File: config.mk
export PLATFORM = sky130hd
export DESIGN_NAME = sonar_ping_ctrl_flat
export DESIGN_NICKNAME = d
export VERILOG_FILES = /design/src/rtl/sonar_ping_if.sv /design/src/rtl/sonar_ping_ctrl.sv /design/src/flat_wrapper.sv
export SDC_FILE = /design/constraint.sdc
export NUM_CORES = 1
export LEC_CHECK = 0
export ABC_AREA = 1
export BUFFER_PORTS_ARGS = -buffer_cell sky130_fd_sc_hd__buf_4
export CAP_MARGIN = 20
export CORE_AREA = 3 3 161 163
export DETAILED_ROUTE_END_ITERATION = 10
export DIE_AREA = 0 0 164 166
export PLACE_DENSITY_LB_ADDON = 0.08
export REMOVE_ABC_BUFFERS = 1
export SKIP_CTS_REPAIR_TIMING = 1
export SLEW_MARGIN = 10
export SYNTH_ARGS = -nofsm -noshare
export SYNTH_HDL_FRONTEND = slang
export SYNTH_SLANG_ARGS = --single-unit
File: constraint.sdc
create_clock -name clk -period 6.4 [get_ports clk]
set_input_delay 0.96 -clock clk [delete_from_list [all_inputs] [get_ports clk]]
set_output_delay 0.96 -clock clk [all_outputs]
set_load 0.1 [all_outputs]
File: src/rtl/sonar_ping_if.sv
`default_nettype none
// +----------------------------------------------------------------------------+
// | Module   : sonar_ping_if                                                   |
// | Brief    : Control/config/result bundle between the register file, the     |
// |            receive datapath and sonar_ping_ctrl.                           |
// | Revision : 1.0 - initial release                                           |
// +----------------------------------------------------------------------------+
interface sonar_ping_if #(
    parameter int CNT_W   = 32,
    parameter int DIV_W   = 16,
    parameter int BURST_W = 8,
    parameter int DEB_W   = 4
);
    logic               start_i;
    logic               abort_i;
    logic [DIV_W-1:0]   cfg_half_i;
    logic [BURST_W-1:0] cfg_burst_i;
    logic [CNT_W-1:0]   cfg_blank_i;
    logic [CNT_W-1:0]   cfg_tmo_i;
    logic [DEB_W-1:0]   cfg_deb_i;
    logic               echo_i;
    logic               irq_clr_i;
    logic               tx_o;
    logic               dp_ce_o;
    logic               busy_o;
    logic               done_o;
    logic [CNT_W-1:0]   tof_o;
    logic               timeout_o;
    logic               irq_o;

    modport master (
        output start_i, abort_i, cfg_half_i, cfg_burst_i, cfg_blank_i,
               cfg_tmo_i, cfg_deb_i, echo_i, irq_clr_i,
        input  tx_o, dp_ce_o, busy_o, done_o, tof_o, timeout_o, irq_o
    );

    modport slave (
        input  start_i, abort_i, cfg_half_i, cfg_burst_i, cfg_blank_i,
               cfg_tmo_i, cfg_deb_i, echo_i, irq_clr_i,
        output tx_o, dp_ce_o, busy_o, done_o, tof_o, timeout_o, irq_o
    );
endinterface
`default_nettype wire

File: src/rtl/sonar_ping_ctrl.sv
`default_nettype none
// +----------------------------------------------------------------------------+
// | Module   : sonar_ping_ctrl                                                 |
// | Brief    : Sonar measurement sequencer: TX burst, blanking, echo listen    |
// |            with debounce/timeout, time-of-flight capture.                  |
// | Revision : 1.0 - initial release                                           |
// +----------------------------------------------------------------------------+
module sonar_ping_ctrl #(
    parameter int CNT_W   = 32,
    parameter int DIV_W   = 16,
    parameter int BURST_W = 8,
    parameter int DEB_W   = 4
) (
    input  wire logic        clk,
    input  wire logic        rst_n,
    sonar_ping_if.slave      bus
);
    typedef enum logic [2:0] {
        S_IDLE   = 3'd0,
        S_TX     = 3'd1,
        S_BLANK  = 3'd2,
        S_LISTEN = 3'd3,
        S_DONE   = 3'd4
    } state_t;

    state_t             state_q;
    logic [DIV_W-1:0]   half_q;
    logic [BURST_W-1:0] burst_q;
    logic [CNT_W-1:0]   blank_q;
    logic [CNT_W-1:0]   tmo_q;
    logic [DEB_W-1:0]   deb_q;
    logic [CNT_W-1:0]   tof_cnt_q;
    logic [CNT_W-1:0]   cnt_q;
    logic [BURST_W:0]   ph_q;
    logic [DEB_W-1:0]   run_q;
    logic [CNT_W-1:0]   rec_q;
    logic               tx_q, dp_ce_q, busy_q, done_q, timeout_q, irq_q;
    logic [CNT_W-1:0]   tof_q;

    logic [CNT_W-1:0]   tof_cnt_d;
    logic [CNT_W-1:0]   cnt_d;
    logic [DEB_W-1:0]   run_d;
    logic               half_end, burst_end, blank_end, tmo_end, qual;

    assign tof_cnt_d = (tof_cnt_q == '1) ? tof_cnt_q : tof_cnt_q + CNT_W'(1);
    assign cnt_d     = cnt_q + CNT_W'(1);
    assign run_d     = run_q + DEB_W'(1);
    assign half_end  = (cnt_q == CNT_W'(half_q) - CNT_W'(1));
    assign burst_end = (ph_q == {burst_q, 1'b0} - (BURST_W+1)'(1));
    assign blank_end = (cnt_q == blank_q - CNT_W'(1));
    assign tmo_end   = (cnt_q == tmo_q - CNT_W'(1));
    assign qual      = bus.echo_i && (run_d == deb_q);

    always_ff @(posedge clk or negedge rst_n) begin
        if (!rst_n) begin
            state_q   <= S_IDLE;
            half_q    <= '0;
            burst_q   <= '0;
            blank_q   <= '0;
            tmo_q     <= '0;
            deb_q     <= '0;
            tof_cnt_q <= '0;
            cnt_q     <= '0;
            ph_q      <= '0;
            run_q     <= '0;
            rec_q     <= '0;
            tx_q      <= 1'b0;
            dp_ce_q   <= 1'b0;
            busy_q    <= 1'b0;
            done_q    <= 1'b0;
            timeout_q <= 1'b0;
            irq_q     <= 1'b0;
            tof_q     <= '0;
        end else begin
            done_q <= 1'b0;
            irq_q  <= irq_q & ~bus.irq_clr_i;
            unique case (state_q)
                S_IDLE: begin
                    if (bus.start_i && !bus.abort_i) begin
                        half_q    <= (bus.cfg_half_i == '0) ? DIV_W'(1) : bus.cfg_half_i;
                        burst_q   <= bus.cfg_burst_i;
                        blank_q   <= bus.cfg_blank_i;
                        tmo_q     <= (bus.cfg_tmo_i == '0) ? CNT_W'(1) : bus.cfg_tmo_i;
                        deb_q     <= (bus.cfg_deb_i == '0) ? DEB_W'(1) : bus.cfg_deb_i;
                        tof_cnt_q <= '0;
                        cnt_q     <= '0;
                        ph_q      <= '0;
                        run_q     <= '0;
                        busy_q    <= 1'b1;
                        if (bus.cfg_burst_i != '0) begin
                            state_q <= S_TX;
                            tx_q    <= 1'b1;
                        end else if (bus.cfg_blank_i != '0) begin
                            state_q <= S_BLANK;
                        end else begin
                            state_q <= S_LISTEN;
                            dp_ce_q <= 1'b1;
                        end
                    end
                end
                S_TX, S_BLANK, S_LISTEN: begin
                    if (bus.abort_i) begin
                        state_q <= S_IDLE;
                        tx_q    <= 1'b0;
                        dp_ce_q <= 1'b0;
                        busy_q  <= 1'b0;
                    end else begin
                        tof_cnt_q <= tof_cnt_d;
                        if (state_q == S_TX) begin
                            if (!half_end) begin
                                cnt_q <= cnt_d;
                            end else if (!burst_end) begin
                                cnt_q <= '0;
                                ph_q  <= ph_q + (BURST_W+1)'(1);
                                tx_q  <= ~tx_q;
                            end else begin
                                cnt_q <= '0;
                                tx_q  <= 1'b0;
                                if (blank_q != '0) begin
                                    state_q <= S_BLANK;
                                end else begin
                                    state_q <= S_LISTEN;
                                    dp_ce_q <= 1'b1;
                                end
                            end
                        end else if (state_q == S_BLANK) begin
                            if (blank_end) begin
                                state_q <= S_LISTEN;
                                cnt_q   <= '0;
                                dp_ce_q <= 1'b1;
                            end else begin
                                cnt_q <= cnt_d;
                            end
                        end else begin
                            run_q <= bus.echo_i ? run_d : '0;
                            if (bus.echo_i && run_q == '0) begin
                                rec_q <= tof_cnt_q;
                            end
                            // A qualifying echo on the timeout cycle still counts as a hit.
                            if (qual || tmo_end) begin
                                state_q   <= S_DONE;
                                dp_ce_q   <= 1'b0;
                                done_q    <= 1'b1;
                                irq_q     <= 1'b1;
                                timeout_q <= !qual;
                                tof_q     <= !qual ? '1 : ((run_q == '0) ? tof_cnt_q : rec_q);
                            end else begin
                                cnt_q <= cnt_d;
                            end
                        end
                    end
                end
                S_DONE: begin
                    state_q <= S_IDLE;
                    busy_q  <= 1'b0;
                    irq_q   <= 1'b1;
                end
                default: begin
                    state_q <= S_IDLE;
                    tx_q    <= 1'b0;
                    dp_ce_q <= 1'b0;
                    busy_q  <= 1'b0;
                end
            endcase
        end
    end

    assign bus.tx_o      = tx_q;
    assign bus.dp_ce_o   = dp_ce_q;
    assign bus.busy_o    = busy_q;
    assign bus.done_o    = done_q;
    assign bus.tof_o     = tof_q;
    assign bus.timeout_o = timeout_q;
    assign bus.irq_o     = irq_q;
endmodule
`default_nettype wire
File: src/flat_wrapper.sv
// flat-port wrapper written by rule: the top's interface ports become plain ports
module sonar_ping_ctrl_flat 
#(
    parameter int CNT_W   = 32,
    parameter int DIV_W   = 16,
    parameter int BURST_W = 8,
    parameter int DEB_W   = 4
)
  (clk, rst_n, bus_start_i, bus_abort_i, bus_cfg_half_i, bus_cfg_burst_i, bus_cfg_blank_i, bus_cfg_tmo_i, bus_cfg_deb_i, bus_echo_i, bus_irq_clr_i, bus_tx_o, bus_dp_ce_o, bus_busy_o, bus_done_o, bus_tof_o, bus_timeout_o, bus_irq_o);
  sonar_ping_if #(.CNT_W(CNT_W), .DIV_W(DIV_W), .BURST_W(BURST_W), .DEB_W(DEB_W)) bus_i ();
  input  wire logic clk;
  input  wire logic rst_n;
  input wire logic [$bits(bus_i.start_i)-1:0] bus_start_i;
  input wire logic [$bits(bus_i.abort_i)-1:0] bus_abort_i;
  input wire logic [$bits(bus_i.cfg_half_i)-1:0] bus_cfg_half_i;
  input wire logic [$bits(bus_i.cfg_burst_i)-1:0] bus_cfg_burst_i;
  input wire logic [$bits(bus_i.cfg_blank_i)-1:0] bus_cfg_blank_i;
  input wire logic [$bits(bus_i.cfg_tmo_i)-1:0] bus_cfg_tmo_i;
  input wire logic [$bits(bus_i.cfg_deb_i)-1:0] bus_cfg_deb_i;
  input wire logic [$bits(bus_i.echo_i)-1:0] bus_echo_i;
  input wire logic [$bits(bus_i.irq_clr_i)-1:0] bus_irq_clr_i;
  output wire logic [$bits(bus_i.tx_o)-1:0] bus_tx_o;
  output wire logic [$bits(bus_i.dp_ce_o)-1:0] bus_dp_ce_o;
  output wire logic [$bits(bus_i.busy_o)-1:0] bus_busy_o;
  output wire logic [$bits(bus_i.done_o)-1:0] bus_done_o;
  output wire logic [$bits(bus_i.tof_o)-1:0] bus_tof_o;
  output wire logic [$bits(bus_i.timeout_o)-1:0] bus_timeout_o;
  output wire logic [$bits(bus_i.irq_o)-1:0] bus_irq_o;
  assign bus_i.start_i = bus_start_i;
  assign bus_i.abort_i = bus_abort_i;
  assign bus_i.cfg_half_i = bus_cfg_half_i;
  assign bus_i.cfg_burst_i = bus_cfg_burst_i;
  assign bus_i.cfg_blank_i = bus_cfg_blank_i;
  assign bus_i.cfg_tmo_i = bus_cfg_tmo_i;
  assign bus_i.cfg_deb_i = bus_cfg_deb_i;
  assign bus_i.echo_i = bus_echo_i;
  assign bus_i.irq_clr_i = bus_irq_clr_i;
  assign bus_tx_o = bus_i.tx_o;
  assign bus_dp_ce_o = bus_i.dp_ce_o;
  assign bus_busy_o = bus_i.busy_o;
  assign bus_done_o = bus_i.done_o;
  assign bus_tof_o = bus_i.tof_o;
  assign bus_timeout_o = bus_i.timeout_o;
  assign bus_irq_o = bus_i.irq_o;
  sonar_ping_ctrl #(.CNT_W(CNT_W), .DIV_W(DIV_W), .BURST_W(BURST_W), .DEB_W(DEB_W)) u_core (.clk(clk), .rst_n(rst_n), .bus(bus_i));
endmodule
* Word-level counts from Yosys, hierarchy flattened *
Index checks and enable logic that the tools add are counted.

cells by class
  add/sub/neg operators = 8
  equality and inequality tests = 30
  mux-type cells = 72
  bitwise gates (word level) = 7
  reductions and logical operators = 27

operator list
  operator               number
  $mux 32                12
  $pmux 32 s2            2
  $eq 32x32->1           3
  $add 32x1->32 const B  2
  $reduce_bool 32->1     2
  $sub 32x1->32 const B  2
  $mux 9                 5
  $eq 32x32->1 const B   1
  $logic_not 32->1       1
  $mux 1                 30
  $mux 3                 9
  $reduce_and 5->1       5
  $mux 4                 6
  $pmux 9 s2             1
  $sub 16x1->17 const B  1
  $logic_not 16->1       1
  $mux 16                1
  $ne 2x2->1 const B     8
  $add 9x1->9 const B    1
  $eq 9x9->1             1
  $reduce_and 9->1       1
  $sub 9x1->9 const B    1
  $logic_not 4->1        2
  $ne 2x1->1 const B     4
  other kinds (27)       42

storage, ports and cells
  flip-flop bits (word level) = 242
  output and inout bits = 38

* Longest topological paths before layout *
  depth after elaboration = 9
  gate-level depth with buffers = 20
  depth with buffers taken out = 19

* Least setup slack after synthesis *
Ideal clock, no wire load.

  path type = register to register
  from = reg u_core.half_q[0]
  to = reg u_core.cnt_q[21]
  data arrival time = 2170 ps
  setup slack = 4114 ps
  cell stages (with the launch flop) = 16
  buffers on the path = 2
  clock period less this slack = 2286 ps
  cell sequence = dfrtp_1 -> inv_1 -> ha_1 -> clkbuf_1 -> nand3_2 -> nor2_2 -> nand2_1 -> xor2_1 -> nand4_1 -> nor3_1 -> nand3_1 -> nand2_2 -> buf_2 -> nor2_1 -> nand2_1 -> nand2_1

on the way
  longest elaborated chain between the ends = 6

RTL lines
  element                 RTL line                RTL
  from (decl)             sonar_ping_ctrl.sv:27   logic [DIV_W-1:0] half_q;
  from (signal assigned)  sonar_ping_ctrl.sv:80   half_q <= (bus.cfg_half_i == '0) ? DIV_W'(1) : bus.cfg_half_i;
  $sub 16x1->17           sonar_ping_ctrl.sv:48   assign half_end = (cnt_q == CNT_W'(half_q) - CNT_W'(1));
  $eq 32x32->1            sonar_ping_ctrl.sv:48
  $mux 32                 sonar_ping_ctrl.sv:110  if (!half_end) begin
  $mux 32                 sonar_ping_ctrl.sv:109  if (state_q == S_TX) begin
  $mux 32                 sonar_ping_ctrl.sv:102  if (bus.abort_i) begin
  $pmux 32 s2             sonar_ping_ctrl.sv:77   unique case (state_q)
  to (signal assigned)    sonar_ping_ctrl.sv:111  cnt_q <= cnt_d;
  to (signal assigned)    sonar_ping_ctrl.sv:132  cnt_q <= cnt_d;
  to (signal assigned)    sonar_ping_ctrl.sv:148  cnt_q <= cnt_d;
  to (decl)               sonar_ping_ctrl.sv:33   logic [CNT_W-1:0] cnt_q;

No other way between the ends. The select of a mux whose other input is x is not followed.
A chain may end at the register's enable or synchronous reset.

* Final worst setup path *
  from = reg u_core.state_q[2]
  to = reg u_core.tof_cnt_q[15]

on the way
  longest elaborated chain between the ends = 4
  elaborated cells between the ends (all ways) = 11
  classes of those cells = eq/ne: 6; mux: 1; reduce/logical: 4

RTL lines
  element                                                                  RTL line                RTL
  from (decl)                                                              sonar_ping_ctrl.sv:26   state_t state_q;
  from (signal assigned)                                                   sonar_ping_ctrl.sv:56   state_q <= S_IDLE;
  from (signal assigned)                                                   sonar_ping_ctrl.sv:91   state_q <= S_TX;
  from (signal assigned)                                                   sonar_ping_ctrl.sv:94   state_q <= S_BLANK;
  $eq 3x2->1 / $eq 3x1->1 (equally long branches)                          sonar_ping_ctrl.sv:77
  $reduce_or 3->1                                                          sonar_ping_ctrl.sv:77
  $ne 2x2->1 (no source line) / $reduce_bool 2->1 (equally long branches)  -
  $reduce_and 4->1 (no source line)                                        -
  to (signal assigned)                                                     sonar_ping_ctrl.sv:108  tof_cnt_q <= tof_cnt_d;
  to (decl)                                                                sonar_ping_ctrl.sv:32   logic [CNT_W-1:0] tof_cnt_q;

Several ways; a longest one is shown, not always the timed one.

==> results.py <==
metrics = {
    "clock_tree": {
        "cts_tree": "built",
        "insertion_delay_ps": 520,
        "cts_made_buffers": 25,
        "clk_pin_slew_worst_paths_ps": 70,
        "cts_root_buf": "clkbuf_16",
        "htreeDepth": 1,
        "cts.sinks": 242,
        "cts.path.max_buffers": 3,
    },
    "routing": {
        "num_vias": 14700,
        "ant_nets": 0,
        "top_layer": "met4",
        "routed_wl_mm": 40.9,
        "wl_met1_mm": 19.4,
        "avgRoutedWirePerCell_um": 15.1,
        "wl_met2_mm": 18.5,
        "drc": 0,
        "first_iter_violations": 1329,
        "wl_met3_mm": 2.41,
        "routed_via_density": 5.45,
        "drtPass1Iterations": 5,
    },
    "floorplan": {
        "start_util_pct": 65.0,
        "die_h_um": 166,
        "fp.dieArea_mm2": 0.0272,
        "io_pins": 136,
        "coreArea_mm2": 0.0245,
        "fp-row-count": 57,
        "dieWidth_um": 164,
    },
    "sta": {
        "min_period_ps": 3310,
        "whs_ps": 378,
        "rsz0062_at_grt": "false",
        "finalHoldViolCount": 0,
        "min_period_over_period_pct": 51.8,
        "fin_setup_tns_ps": 0,
        "worst_slack_ps": 3090,
        "maxSlewViolCount": 0,
        "relSlewSlack_pct": 36.1,
        "setup_viol": 0,
        "fin_skew_ps": 14.8,
        "worstMarginPinSlew_ps": 959,
        "fmax_mhz": 302,
    },
    "run": {
        "cap_violations": 0,
    },
    "setup_path": {
        "reg2reg_depth": 12,
        "r2r_start": "u_core.state_q[2]",
        "worst-setup-path-type": "register to register",
        "r2r_slack_ps": 3090,
        "critPathCaptureType": "register",
        "crit_fanout": 64,
        "crit_path_end": "u_core.tof_cnt_q[15]",
        "cp-start-kind": "register",
        "cp.required_ps": 6800,
        "worstReg2RegEnd": "u_core.tof_cnt_q[15]",
        "critPathArrivalTime_ps": 3710,
        "startpoint": "u_core.state_q[2]",
    },
    "outcome": {
        "status": "completed",
    },
    "pwr": {
        "p_sw_share_pct": 49.4,
        "intPower_w": 0.00405,
        "pwr-share-clk_pct": 18.8,
        "p_per_area_mw_per_mm2": 452,
        "power.share.combinational_pct": 49.0,
        "ir_drop_mv": 0.358,
        "power_switching_w": 0.00396,
        "leakagePower_nw": 8.79,
        "p_seq_share_pct": 32.2,
    },
    "logic_synthesis": {
        "synth-edff-count": 0,
        "synth.top_cell.area_share_pct": 38.1,
        "synth_cell_types": 56,
        "ys_seq_elements": 242,
        "synthFlopType": "dfrtp_1",
        "async_flop_share_pct": 100,
        "netlist_area_mm2": 0.0159,
        "synthTopCellsByArea": "dfrtp_1 (38%), nand2_1 (17%), nor2_1 (5.9%)",
        "synth_area_leader_cell": "dfrtp_1",
        "ys_seq_area_share_pct": 38.1,
        "synthTopCellsByCount": "nand2_1 (735), nor2_1 (250), dfrtp_1 (242), inv_1 (224), o21ai_0 (158)",
        "syn_avg_cell_area_um2": 6.98,
        "synth.most_common_cell": "nand2_1",
        "yosysWarnings": 0,
        "netlist_instances": 2281,
    },
    "layout": {
        "utilization_pct": 72.5,
        "drive_gt1_share_pct": 11.7,
        "area_growth_pct": 11.4,
        "layout.nets": 2466,
        "postLayoutCellArea_mm2": 0.0177,
        "diodes": 0,
    },
    "place": {
        "dpl_worst_slack_ps": 2930,
        "dpl_cell_area_mm2": 0.0169,
        "hpwl_mm": 29.8,
        "port_buffers": 135,
        "gp_congestion": 0.920,
    },
    "global_route": {
        "grt_pass1_vias": 13900,
        "globalRouteTotalUtil_pct": 30.1,
        "antenna_found_initial": 0,
        "overflow": 0,
        "grt_max_degree": 165,
        "grt_pass1_wl_mm": 68.6,
    },
    "worst_hold_path": {
        "min_path_type": "input port to async pin",
    },
}
## worst min-delay path by stage
stage / start / endpoint / slack, ps / cells past startpoint
finish: rst_n / u_core.tmo_q[7] / 380 / 1
global route: rst_n / u_core.tmo_q[7] / 430 / 1
CTS: rst_n / u_core.tmo_q[7] / 420 / 1
detailed placement: u_core.bus.tof_o[24] / u_core.bus.tof_o[24] / 470 / 2
global placement: u_core.bus.tof_o[27] / u_core.bus.tof_o[27] / 470 / 2
floorplan: u_core.rec_q[0] / u_core.rec_q[0] / 450 / 2
## flip-flops by register name, summed over array words and instances (netlist names), 3 cells and up
name,cells
u_core.blank_q,32
u_core.bus.tof_o,32
u_core.cnt_q,32
u_core.rec_q,32
u_core.tmo_q,32
u_core.tof_cnt_q,32
u_core.half_q,16
u_core.ph_q,9
u_core.burst_q,8
u_core.deb_q,4
u_core.run_q,4
u_core.state_q,3
## per-layer routing
metal  GRT usage (%)  vias up
met5               0        -
met4            5.48        0
met3            2.84       48
met2            47.5      441
met1            45.8     6849
li1                -     7385
## metrics by stage
step,total power [W],cells
floorplan,0.00548,2190
detailed placement,0.00647,2656
CTS,0.00801,2700
global placement,0.00637,2656
finish,0.00801,2700
global route,0.00858,2700
## cell type report
cell class              instances  area, µm²
clock buffers                  33        706
clock inverters                11        138
fillers                      2039       6740
inverters                     236        892
multi-input cells            1712       8440
flip-flops and latches        242       6060
well taps                     324        405
repair buffers                142       1090
## cell usage in the layout, fill, tap and decap left out, types with 6 or more instances in the layout
| cell type | synthesis | routed |
|---|---|---|
| o31ai_1 | 8 | 8 |
| nor3_1 | 47 | 47 |
| nor2_2 | 19 | 19 |
| nand3_1 | 106 | 106 |
| xnor2_1 | 29 | 29 |
| dfrtp_1 | 242 | 242 |
| nand2_2 | 15 | 15 |
| buf_4 | 4 | 140 |
| clkbuf_16 | 0 | 25 |
| nor4_1 | 26 | 26 |
| xor2_1 | 99 | 99 |
| ha_1 | 9 | 9 |
| nor2_1 | 250 | 250 |
| o21ai_0 | 158 | 158 |
| o21bai_1 | 6 | 6 |
| or2_2 | 16 | 16 |
| a21oi_1 | 58 | 58 |
| nand4_1 | 45 | 45 |
| nand3b_1 | 12 | 12 |
| o21ai_1 | 12 | 12 |
| nor2_4 | 9 | 9 |
| nand2_1 | 735 | 734 |
| inv_2 | 8 | 9 |
| nand2_4 | 5 | 6 |
| o21a_1 | 6 | 6 |
| clkinv_2 | 1 | 6 |
| inv_1 | 224 | 223 |
## worst max-delay path, stage by stage, from the launching register on
cell and delay [ps]:
dfrtp_1 450, nor2_1 130, inv_1 80, nor2_1 370, nand2_4 490, nand2_2 340, nand2_2 320, nor2_1 340
nand2_1 180, nor2_1 220, nand3_1 100, nand2_1 80, nor2_1 60
## cells by family (layout without fill, tap and decap cells)
kind of cell / Yosys count / in the layout / share of synthesized area (%)
compound gates: 264 / 264 / 8.90
simple gates: 1310 / 1310 / 36.2
buf+inv: 327 / 422 / 8.94
xor+xnor: 129 / 129 / 7.19
fa+ha+maj: 9 / 9 / 0.708
flops: 242 / 242 / 38.1
## power by group through the flow
stage               clock network, W  registers (W)  logic [W]
CTS                          0.00152        0.00257    0.00392
finish                       0.00150        0.00258    0.00393
global route                 0.00159        0.00265    0.00434
global placement                   0        0.00257    0.00380
floorplan                          0        0.00331    0.00218
detailed placement                 0        0.00258    0.00389
(Power assumes the default switching activity.)
